`src/rtl/beamform_pkg.sv`:
```
// beamform_pkg: shared types and widths for the beamformer frame sequencer.
package beamform_pkg;

  localparam int SIG_AW  = 11;  // signal / channel input BRAM address width
  localparam int OUT_AW  = 10;  // channel output BRAM address width
  localparam int IDX_W   = 16;  // output sample index width
  localparam int PAIR_W  = 34;  // stage-1 pair sum width (adders live outside)
  localparam int TOTAL_W = 40;  // stage-2 total width (adders live outside)

  typedef enum logic [2:0] {
    S_IDLE     = 3'd0,
    S_FILTER   = 3'd1,
    S_DRAIN    = 3'd2,
    S_BEAMFORM = 3'd3,
    S_SUM      = 3'd4,
    S_DONE     = 3'd5
  } seq_state_t;

  typedef enum logic [1:0] {
    SUB_ADDR = 2'd0,
    SUB_CAP1 = 2'd1,
    SUB_CAP2 = 2'd2,
    SUB_OUT  = 2'd3
  } sum_sub_t;

  // States in which losing PLL lock abandons the frame.
  function automatic logic is_abortable(input seq_state_t st);
    logic r;
    case (st)
      S_FILTER, S_DRAIN, S_BEAMFORM, S_SUM: r = 1'b1;
      default:                              r = 1'b0;
    endcase
    return r;
  endfunction

endpackage

```
`src/rtl/beamform_slice_ctr.sv`:
```
// beamform_slice_ctr: slice round-robin and output sample index stepping
// used while the channel beamformers run.
module beamform_slice_ctr
  import beamform_pkg::*;
(
  input  logic             clk,
  input  logic             rst_n,
  input  logic             clr,        // back to frame-start values
  input  logic             park,       // leave BEAMFORM: slice to 0, index held
  input  logic             step,       // one BEAMFORM cycle elapsed
  output logic [1:0]       slice_state,
  output logic [IDX_W-1:0] sample_index,
  output logic             addr_step   // readin_addr advances this cycle
);

  // The input address advances once per round, on the slice-3 cycle.
  always_comb begin
    if (step && (slice_state == 2'd3)) begin
      addr_step = 1'b1;
    end else begin
      addr_step = 1'b0;
    end
  end

  // Slice rotation 0..3; the index moves on slices 1..3 and wraps freely.
  always_ff @(posedge clk or negedge rst_n) begin
    if (!rst_n) begin
      slice_state  <= 2'd0;
      sample_index <= {IDX_W{1'b1}};
    end else if (clr) begin
      slice_state  <= 2'd0;
      sample_index <= {IDX_W{1'b1}};
    end else if (park) begin
      slice_state  <= 2'd0;
    end else if (step) begin
      slice_state <= slice_state + 2'd1;
      if (slice_state != 2'd0) begin
        sample_index <= sample_index + IDX_W'(1);
      end
    end
  end

endmodule

```
`src/rtl/beamform_sequencer.sv`:
```
// beamform_sequencer: frame controller for the 8-channel delay-and-sum
// beamformer. Streams the signal BRAM through the channel filters, runs the
// beamformer slice schedule, then reads back and hands out summed words.
module beamform_sequencer
  import beamform_pkg::*;
#(
  parameter int SIG_DEPTH  = 2048,
  parameter int FILTER_LAT = 8,
  parameter int OUT_DEPTH  = 540
) (
  input  logic              clk,
  input  logic              rst_n,
  input  logic              locked,
  input  logic              bf_done,
  input  logic              sum_ready,
  output logic              signal_rden,
  output logic [SIG_AW-1:0] signal_addr,
  output logic              chan_rst,
  output logic              chan_start,
  output logic              wr_valid,
  output logic [SIG_AW-1:0] readin_addr,
  output logic              bf_start,
  output logic              out_read_en,
  output logic [1:0]        slice_state,
  output logic [IDX_W-1:0]  sample_index,
  output logic              sumout_en,
  output logic [OUT_AW-1:0] sumout_addr,
  output logic              pair_en,
  output logic              total_en,
  output logic              sum_valid,
  output logic              busy,
  output logic              done
);

  localparam int                FILL_W     = $clog2(FILTER_LAT + 1);
  localparam logic [SIG_AW-1:0] SIG_LAST   = SIG_AW'(SIG_DEPTH - 1);
  localparam logic [OUT_AW-1:0] OUT_LAST   = OUT_AW'(OUT_DEPTH - 1);
  localparam logic [FILL_W-1:0] FILL_SAT   = FILL_W'(FILTER_LAT);
  localparam logic [FILL_W-1:0] DRAIN_LAST = FILL_W'(FILTER_LAT - 1);

  seq_state_t        state_r;
  sum_sub_t          sub_r;
  logic [FILL_W-1:0] fill_r;       // filter fill count, reused as drain count
  logic [FILL_W-1:0] fill_next_s;
  logic              abort_s;
  logic              bf_step_s;
  logic              bf_park_s;
  logic              ctr_clr_s;
  logic              addr_step_s;

  // Decode abort, slice-counter controls and the saturating fill count.
  always_comb begin
    abort_s   = is_abortable(state_r) && !locked;
    bf_step_s = 1'b0;
    bf_park_s = 1'b0;
    if ((state_r == S_BEAMFORM) && locked) begin
      bf_step_s = !bf_done;
      bf_park_s = bf_done;
    end else begin
      bf_step_s = 1'b0;
      bf_park_s = 1'b0;
    end
    ctr_clr_s = abort_s || (state_r == S_IDLE);
    if (fill_r == FILL_SAT) begin
      fill_next_s = fill_r;
    end else begin
      fill_next_s = fill_r + FILL_W'(1);
    end
  end

  beamform_slice_ctr u_slice_ctr (
    .clk          (clk),
    .rst_n        (rst_n),
    .clr          (ctr_clr_s),
    .park         (bf_park_s),
    .step         (bf_step_s),
    .slice_state  (slice_state),
    .sample_index (sample_index),
    .addr_step    (addr_step_s)
  );

  // Frame state machine with all sequencing outputs registered.
  always_ff @(posedge clk or negedge rst_n) begin
    if (!rst_n) begin
      state_r     <= S_IDLE;
      sub_r       <= SUB_ADDR;
      fill_r      <= {FILL_W{1'b0}};
      signal_rden <= 1'b0;
      signal_addr <= {SIG_AW{1'b0}};
      chan_rst    <= 1'b0;
      chan_start  <= 1'b0;
      wr_valid    <= 1'b0;
      readin_addr <= {SIG_AW{1'b0}};
      bf_start    <= 1'b0;
      out_read_en <= 1'b0;
      sumout_en   <= 1'b0;
      sumout_addr <= {OUT_AW{1'b0}};
      pair_en     <= 1'b0;
      total_en    <= 1'b0;
      sum_valid   <= 1'b0;
      busy        <= 1'b0;
      done        <= 1'b0;
    end else if (abort_s) begin
      // Lost lock: everything back to its idle value, frame not completed.
      state_r     <= S_IDLE;
      sub_r       <= SUB_ADDR;
      fill_r      <= {FILL_W{1'b0}};
      signal_rden <= 1'b0;
      signal_addr <= {SIG_AW{1'b0}};
      chan_rst    <= 1'b0;
      chan_start  <= 1'b0;
      wr_valid    <= 1'b0;
      readin_addr <= {SIG_AW{1'b0}};
      bf_start    <= 1'b0;
      out_read_en <= 1'b0;
      sumout_en   <= 1'b0;
      sumout_addr <= {OUT_AW{1'b0}};
      pair_en     <= 1'b0;
      total_en    <= 1'b0;
      sum_valid   <= 1'b0;
      busy        <= 1'b0;
      done        <= 1'b0;
    end else begin
      case (state_r)
        S_IDLE: begin
          if (locked) begin
            state_r     <= S_FILTER;
            signal_rden <= 1'b1;
            signal_addr <= {SIG_AW{1'b0}};
            chan_rst    <= 1'b1;
            chan_start  <= 1'b1;
            fill_r      <= {FILL_W{1'b0}};
            busy        <= 1'b1;
          end
        end
        S_FILTER: begin
          fill_r   <= fill_next_s;
          wr_valid <= (fill_next_s == FILL_SAT);
          if (wr_valid) begin
            readin_addr <= readin_addr + SIG_AW'(1);
          end
          if (signal_addr == SIG_LAST) begin
            // Last read issued; the filter pipeline still holds FILTER_LAT samples.
            state_r     <= S_DRAIN;
            signal_rden <= 1'b0;
            signal_addr <= {SIG_AW{1'b0}};
            fill_r      <= {FILL_W{1'b0}};
            wr_valid    <= 1'b1;
          end else begin
            signal_addr <= signal_addr + SIG_AW'(1);
          end
        end
        S_DRAIN: begin
          readin_addr <= readin_addr + SIG_AW'(1);
          if (fill_r == DRAIN_LAST) begin
            state_r     <= S_BEAMFORM;
            readin_addr <= {SIG_AW{1'b0}};
            wr_valid    <= 1'b0;
            chan_rst    <= 1'b0;
            chan_start  <= 1'b0;
            bf_start    <= 1'b1;
            out_read_en <= 1'b1;
            fill_r      <= {FILL_W{1'b0}};
          end else begin
            fill_r <= fill_r + FILL_W'(1);
          end
        end
        S_BEAMFORM: begin
          if (bf_done) begin
            state_r     <= S_SUM;
            sub_r       <= SUB_ADDR;
            bf_start    <= 1'b0;
            out_read_en <= 1'b0;
            sumout_en   <= 1'b1;
            sumout_addr <= {OUT_AW{1'b0}};
          end else if (addr_step_s) begin
            readin_addr <= readin_addr + SIG_AW'(1);
          end
        end
        S_SUM: begin
          case (sub_r)
            SUB_ADDR: begin
              // Address was presented this cycle; data is valid next cycle.
              sub_r   <= SUB_CAP1;
              pair_en <= 1'b1;
            end
            SUB_CAP1: begin
              sub_r    <= SUB_CAP2;
              pair_en  <= 1'b0;
              total_en <= 1'b1;
            end
            SUB_CAP2: begin
              sub_r     <= SUB_OUT;
              total_en  <= 1'b0;
              sum_valid <= 1'b1;
            end
            SUB_OUT: begin
              if (sum_ready) begin
                sum_valid <= 1'b0;
                sub_r     <= SUB_ADDR;
                if (sumout_addr == OUT_LAST) begin
                  state_r     <= S_DONE;
                  sumout_addr <= {OUT_AW{1'b0}};
                  sumout_en   <= 1'b0;
                  busy        <= 1'b0;
                  done        <= 1'b1;
                end else begin
                  sumout_addr <= sumout_addr + OUT_AW'(1);
                end
              end
            end
            default: begin
              sub_r <= SUB_ADDR;
            end
          endcase
        end
        S_DONE: begin
          // Sticky until reset.
          done <= 1'b1;
        end
        default: begin
          state_r <= S_IDLE;
        end
      endcase
    end
  end

endmodule

```
`config.mk`:
```
export PLATFORM = sky130hd
export DESIGN_NAME = beamform_sequencer
export DESIGN_NICKNAME = d
export VERILOG_FILES = /design/src/rtl/beamform_pkg.sv /design/src/rtl/beamform_slice_ctr.sv /design/src/rtl/beamform_sequencer.sv
export SDC_FILE = /design/constraint.sdc
export NUM_CORES = 1
export LEC_CHECK = 0
export ABC_AREA = 1
export CAP_MARGIN = 20
export CORE_ASPECT_RATIO = 1.1
export CORE_MARGIN = 3
export CORE_UTILIZATION = 25
export CTS_CLUSTER_SIZE = 8
export DETAILED_ROUTE_END_ITERATION = 10
export HOLD_SLACK_MARGIN = 0.03
export SYNTH_ARGS = -nofsm -noshare
export SYNTH_HDL_FRONTEND = slang
export SYNTH_SLANG_ARGS = --single-unit
```
`constraint.sdc`:
```
create_clock -name clk -period 1.97 [get_ports clk]
set_clock_uncertainty 0.15 [all_clocks]
set_input_delay 0.394 -clock clk [delete_from_list [all_inputs] [get_ports clk]]
set_output_delay 0.394 -clock clk [all_outputs]
set_load 0.02 [all_outputs]
```
==> summary.md <==
| Metric | Value |
|---|---|
| CP Cell Sequence | clkdlybuf4s50_1 |
| Routed WL per cell | 12.5 microns |
| Vias | 4332 |
| Cells after Synth | 595 |
| VDD IR max | 0.000629 V |
| Port bufs | 66 |
| Ys Warns | 0 |
| Remaining antenna violation count after routing | 0 |
| Max_slew headroom | 0.735 |
| Main area contributors after synthesis | dfrtp_1 (31%), nand2_1 (14%), dfstp_2 (9.7%) |
| Most frequent cells in the layout | nand2_1 (153), inv_1 (69), buf_4 (54) |
| Fin. max-slew vios | 0 |
| Power Density | 1220 nW/um^2 |
| Clock-pin slew on the worst setup and hold paths | 60 ps |
| Largest net degree at the start of global routing | 70 |
| Drt pass-1 iters | 4 |
| Final setup vio count | 0 |
| Worst r2r src | state_r[2]$_DFFE_PN0P_ |
| Fin. Hold Viols | 0 |
| Critical-path top delay cell | clkdlybuf4s50_1 |
| Sequential share of the synthesized area | 0.405 |
| Startpoint Class | register |
| Total CTS buffers | 9 |
| Die W | 131 microns |
| Post-synth top area share | 0.307 |
| Clock latency on the worst-skew pair | 340 ps |
| Total negative slack | 0 ps |
| Crit end category | primary output |
| Hold path startpoint | signal_rden$_DFFE_PN0P_ |
| Critical Path Max Stage Delay | 630 ps |
| Share of cells above drive strength 1 | 0.192 |
| Syn nets | 612 |
| MaxCap Viol Count | 0 |
| CTS H-tree depth | 3 |
| CTS Buffer Depth | 2 |
| Vias in the first global route | 4073 |
| Commonest non-fill, non-tap cell in the layout | nand2_1 |
| Crit Path Class | reg2out |
| Root Buffer | clkbuf_16 |
| RSZ-0062 raised after global routing | true |
| Via/cell ratio | 4.54 |
| Average size of a mapped cell | 7.25 sq um |
| Status | finished, final reports clean |
| Nets@finish | 737 |
| Drc violations | 0 |
| CTS tree | built |
| Total congestion overflow | 0 |
| Initial Utilization | 0.260 |
| Hold/Removal Path Class | reg2reg |
| Initial antenna violation count | 0 |
| Largest area contributor in the netlist | dfrtp_1 |
| Register bit total from synthesis | 69 |
| Fmax | 519 MHz |
| Leakage power | 3.10 nW |
| Critical path peak fanout | 6 |
| Crit path buffers/inverters | 1 |
| Worst setup startpoint | sumout_addr[2]$_DFFE_PN0P_ |
| Post-synthesis cell area | 4320 sq um |
| First-pass GRT wire length | 19500 microns |
| GR peak layer | met2 |
| DIE AREA | 18900 sq um |
| Minimum clock period | 1920 ps |
| Area delta synth->final | 42.9% |
| Met1 Use GR | 0.167 |
| Drt initial violations | 196 |
| # IOs | 67 |
| Worst Max-Slew Pin Slew | 397 ps |
| Worst hold slack | 333 ps |
| Detailed placer's ending HPWL | 8620 microns |
| Total track usage | 0.125 |
| Worst path top cell family by delay | buffers and inverters |
| Core Box Area | 16600 sq um |
| Met3 Usage GRT | 0.0193 |
| Antenna diode count | 0 |
| CP arrival | 1380 ps |
| Final RePlAce weighted congestion | 0.805 |
| Die height | 144 microns |
| Worst endpoint required time | 1430 ps |
| Met2 usage | 0.205 |
| DRT Wirelength | 12000 microns |
| Library cells used by synthesis | 36 |
| CTS Sinks | 69 |
| Fin crit share | 0.977 |
| Row count | 49 |
-- final timing paths --
kind,endpoint,slack (ps),cells after the start
hold reg to reg,signal_rden$_DFFE_PN0P_,330,2
max in group asynchronous,state_r[0]$_DFFE_PN0P_,840,3
setup / recovery,sumout_addr[2],50,1
hold / removal,signal_rden$_DFFE_PN0P_,330,2
setup reg to reg,state_r[0]$_DFFE_PN0P_,90,11
min in group asynchronous,sumout_addr[3]$_DFFE_PN0P_,480,3
-- final cells by class --
type | instances | area (sq um)
multi-input cells | 435 | 2300
repair inverters | 1 | 7.51
clock buffers | 9 | 225
repair buffers | 126 | 1150
fillers | 1740 | 10400
flip-flops and latches | 69 | 1750
inverters | 78 | 303
well taps | 229 | 287
clock inverters | 7 | 145
-- power breakdown --
part           leakage [nW]  internal, mW  total, mW  switching [mW]
clock                 0.176          1.37       2.04           0.665
combinational          2.04          1.43       3.58            2.15
sequential            0.878          1.64       1.89           0.249
total                  3.10          4.44       7.50            3.06
-- routing by layer --
layer	up-vias	wire length, microns
met2	96	5500
met3	18	405
met5	-	0
met1	2011	5810
met4	0	243
li1	2207	-
-- stage by stage --
step           total power [mW]  setup slack (ps)  utilization  area (sq um)  instances
2_1_floorplan              3.82              64.9            -          4320        595
3_3_place_gp               5.08              -248        0.335          5570        929
3_5_place_dp               5.09              -292        0.335          5570        929
4_1_cts                    7.25              1.51        0.358          5950        948
5_1_grt                    8.03             -6.84        0.371          6170        954
6_report                   7.50              45.0        0.371          6170        954
-- state kept, by name (all words and copies together), names as in the netlist, 2 cells and up --
name,flops
fill_r,4
readin_addr,11
signal_addr,11
state_r,3
sub_r,2
sumout_addr,10
u_slice_ctr.sample_index,16
u_slice_ctr.slice_state,2
-- timing repair --
item / CTS / global route
endpoints found under the hold margin: 53 / 0
cloned: 0 / 2
setup buffers: 2 / 4
resized for setup: 33 / 48
pin swaps: 1 / 10
setup endpoints to repair: 53 / 55
hold buffers: 1 / 0
-- cells by family (layout without fill, tap and decap cells) --
family,count (synthesis),in the layout,synth area share
simple gates,325,325,0.337
flops,69,69,0.405
xor+xnor,9,9,0.0183
fa+ha+maj,12,12,0.0348
buf+inv,91,221,0.0893
compound gates,89,89,0.116
-- Yosys cell counts --
library cell  count
a21o_1            1
a21oi_1          18
a22oi_1           2
a31oi_1           1
buf_2             5
buf_4             4
buf_6             3
clkbuf_1          1
dfrtp_1          53
dfstp_2          16
ha_1             12
inv_1            76
inv_2             2
nand2_1         157
nand2_2           2
nand2_4           2
nand3_1          59
nand3_2           3
nand3b_1          7
nand4_1          20
nor2_1           51
nor2_2            2
nor2_4            1
nor3_1           16
nor3b_1           1
o211ai_1          4
o21a_1            1
o21ai_0          50
o21ai_1           6
o21ai_2           2
o21ai_4           2
o21bai_1          1
o22ai_1           1
or2_2             4
xnor2_1           2
xor2_1            7
Note: power is estimated with default switching activity, not from simulation.
==> edit 1 (same flow settings) <==
The 6 states of `seq_state_t` get a one-hot encoding in 6 bits.
--- a/src/rtl/beamform_pkg.sv
+++ b/src/rtl/beamform_pkg.sv
@@ -7,13 +7,13 @@
   localparam int PAIR_W  = 34;  // stage-1 pair sum width (adders live outside)
   localparam int TOTAL_W = 40;  // stage-2 total width (adders live outside)
 
-  typedef enum logic [2:0] {
-    S_IDLE     = 3'd0,
-    S_FILTER   = 3'd1,
-    S_DRAIN    = 3'd2,
-    S_BEAMFORM = 3'd3,
-    S_SUM      = 3'd4,
-    S_DONE     = 3'd5
+  typedef enum logic [5:0] {
+    S_IDLE     = 6'b000001,
+    S_FILTER   = 6'b000010,
+    S_DRAIN    = 6'b000100,
+    S_BEAMFORM = 6'b001000,
+    S_SUM      = 6'b010000,
+    S_DONE     = 6'b100000
   } seq_state_t;
 
   typedef enum logic [1:0] {
Function: same outputs for any inputs over 10 cycles, from zero or initial values and one cycle with rst_n low; not proved beyond that.
==> edit 1 against the unedited design <==
  * The run now ends with negative setup slack left
  * Setup slack lost 0.15 ns
  * Count of clock-buffer cells in the layout increased by 4
  * Design area up 7.5%
  * Sequential cell count is 3 higher
  * Sequential power up 2%
  * Wire length is 8.1% higher
  * Power down 8.3%
  * Clock power shrank 15%
  * Sequential share of layout area decreased by 0.88 points
  * Non-clock buffer count rose by 19
  * Area after synthesis up 0.87%
  * Critical endpoint is now sumout_addr[9]
==> edit 1: results (changes against the unedited design) <==
| Metric | Value |
|---|---|
| Outcome | complete, but fails checks |
| Final setup fails | 41 (+41) |
| Failing checks | negative setup slack |
| First-pass GRT wire length | 20800 µm (+6.8%) |
| Post-CTS sizing | 62 (+88%) |
| #MultiIn Comb | 428 (-1.6%) |
| Place WS | -0.205 ns (+0.0872 ns) |
| Synth cell count leaders | nand2_1, inv_1, dfrtp_1, nand3_1, nor2_1 |
| Met1 Resource Use GR | 17.0% (+0.36 points) |
| Final clock-cell share | 4.68% (-1.3 points) |
| Nets | 744 (+0.95%) |
| Non-CTS inverters | 71 (-10%) |
| Total wire length | 12900 µm (+8.1%) |
| Plain + repair buffers | 145 (+15%) |
| Fill cell count | 1684 (-3.2%) |
| Leakage power | 3.36 nW (+8.5%) |
| Synthesized instance count | 583 (-2.0%) |
| Non-clock buffers, area share | 20.4% (+1.8 points) |
| Synth top area cells | dfrtp_1, nand2_1, dfstp_2 |
| GR Layer Usage met2 | 23.1% (+2.7 points) |
| XOR/XNOR Fraction of Synth Area | 2.41% (+0.59 points) |
| Placed Instance Area | 5650 µm² (+1.5%) |
| Routed vias/inst | 4.49 (-1.0%) |
| TNS Setup | -2.25 ns (-2.25 ns) |
| Vias in the first global route | 4184 (+2.7%) |
| Die Wd | 132 µm (+0.42%) |
| Core Util, Final | 39.6% (+2.5 points) |
| Final worst setup slack | -0.104 ns (-0.149 ns) |
| Switching power | 2.75 mW (-10%) |
| Largest net degree at the start of global routing | 33 (-53%) |
| Cell Int Power | 4.12 mW (-7.1%) |
| WL/cell | 13.5 µm (+7.3%) |
| Top delay family on crit path | simple AND/OR/NAND/NOR gates |
## edit 1: worst paths after layout
path / depth (start not counted) / startpoint / slack, ns / end
setup / recovery: 11 / state_r[1] / -0.10 / sumout_addr[9]
hold / removal: 2 / sum_valid / 0.33 / sum_valid
setup reg to reg: 11 / state_r[1] / -0.10 / sumout_addr[9]
hold reg to reg: 2 / sum_valid / 0.33 / sum_valid
max in group asynchronous: 3 / rst_n / 0.65 / u_slice_ctr.sample_index[7]
min in group asynchronous: 2 / rst_n / 0.40 / readin_addr[10]
## edit 1: worst min-delay path, cell delays in order, from the launching register on
cell and delay, ns:
dfrtp_1 0.36, nand2_2 0.05, o21ai_2 0.04
## edit 1: routing by layer
| layer | vias up | routed length, µm |
|---|---|---|
| li1 | 2214 | - |
| met1 | 2022 | 6030 |
| met2 | 66 | 6310 |
| met3 | 16 | 405 |
| met4 | 0 | 184 |
| met5 | - | 0 |
==> edit 2 (config.mk and constraints unchanged) <==
Made on the original files. `SIG_DEPTH`: 2048 -> 1536.
--- a/src/rtl/beamform_sequencer.sv
+++ b/src/rtl/beamform_sequencer.sv
@@ -4,7 +4,7 @@
 module beamform_sequencer
   import beamform_pkg::*;
 #(
-  parameter int SIG_DEPTH  = 2048,
+  parameter int SIG_DEPTH  = 1536,
   parameter int FILTER_LAT = 8,
   parameter int OUT_DEPTH  = 540
 ) (
Function: no difference found for any inputs over 10 cycles, from zero or initial values and one cycle with rst_n low; that may be too few to reach the edited logic, so the function may still have changed.
==> edit 2 against the unedited design <==
  * Wire length shrank 1.1%
  * Worst hold slack gained 0.0017 ns
  * Sequential power grew 2%
  * Area after synthesis grew 0.23%
  * Critical path depth is the same
  * Via count shrank 1.1%
  * Design area shrank 4.8%
  * Critical path type unchanged
  * Register-to-register slack gained 0.03 ns
  * Largest cell class unchanged
  * Power shrank 4.1%
  * Setup slack lost 0.0064 ns
  * Sequential cell count is the same
==> edit 2: results (changes against the unedited design) <==
| Metric | Value |
|---|---|
| Routed vias/inst | 4.51 (-0.71%) |
| Hold_sp | busy |
| Critical Path Fanout Max | 5 (-1) |
| Iter 0 DRT Violations | 199 (+1.5%) |
| GR Layer Usage met2 | 21.6% (+1.1 points) |
| XOR/XNOR Fraction of Synth Area | 2.23% (+0.40 points) |
| Setup repair bufs after CTS | 0 (-2) |
| DP HPWL | 8820 µm (+2.4%) |
| First-pass GRT wire length | 19900 µm (+2.1%) |
| Place WS | -0.209 ns (+0.0829 ns) |
| Nets | 733 (-0.54%) |
| DP Cell Count | 931 (+0.22%) |
| Syn nets | 625 (+2.1%) |
| RD Place Congestion | 0.839 (+4.2%) |
| All-Layer GR Usage | 12.7% (+0.22 points) |
| Largest net degree at the start of global routing | 48 (-31%) |
| Final worst setup slack | 0.0386 ns (-0.00638 ns) |
| Non-Filler Instances | 950 (-0.42%) |
| Crit path from | sumout_addr[9] |
| Sequential area share after synthesis | 40.4% (-0.094 points) |
| Grt met3 use | 1.53% (-0.39 points) |
| Post-CTS sizing | 24 (-27%) |
| Hold worst-path end | busy |
| Critical path destination | sumout_addr[9] |
| Reg2reg setup slack | 0.12 ns (+0.03 ns) |
| Synthesized instance count | 608 (+2.2%) |
| Worst Max-Slew Pin Slew | 0.409 ns (+0.0114 ns) |
| Leakage power | 2.94 nW (-5.0%) |
| Fraction of layout cells with a size suffix above 1 | 15.3% (-3.9 points) |
| VDD IR max | 0.549 mV (-13%) |
| Min Hold Slack | 0.334 ns (+0.00171 ns) |
| Adder-cell share of the synthesized area | 3.47% (-0.0080 points) |
| Outcome | finished clean |
| R2R cell count | 10 (-1) |
| Synth cell types | 37 (+2.8%) |
| FF-to-FF End | signal_addr[2] |
==> edit 2: area by class of cell <==
cell class | instances | area [µm²]
repair buffers | 110 | 1040
flip-flops and latches | 69 | 1750
clock inverters | 4 | 25.0
inverters | 72 | 270
fillers | 1806 | 10800
well taps | 229 | 287
clock buffers | 12 | 236
multi-input cells | 454 | 2270
==> edit 2: per-layer routing <==
layer | share of wire [%] | up-vias
met4 | 2.0 | 0
met5 | 0 | -
met2 | 48 | 59
li1 | - | 2199
met3 | 2.3 | 15
met1 | 47 | 2010
==> edit 2: report_power, final <==
group	internal, mW	total (mW)	switching [mW]
Clock	0.849	1.46	0.614
Combinational	1.47	3.80	2.32
Sequential	1.68	1.93	0.243
==> edit 2: cells by family after synthesis <==
logic type      after synthesis
simple gates                350
buf+inv                      85
compound gates               81
flops                        69
fa+ha+maj                    12
xor+xnor                     11
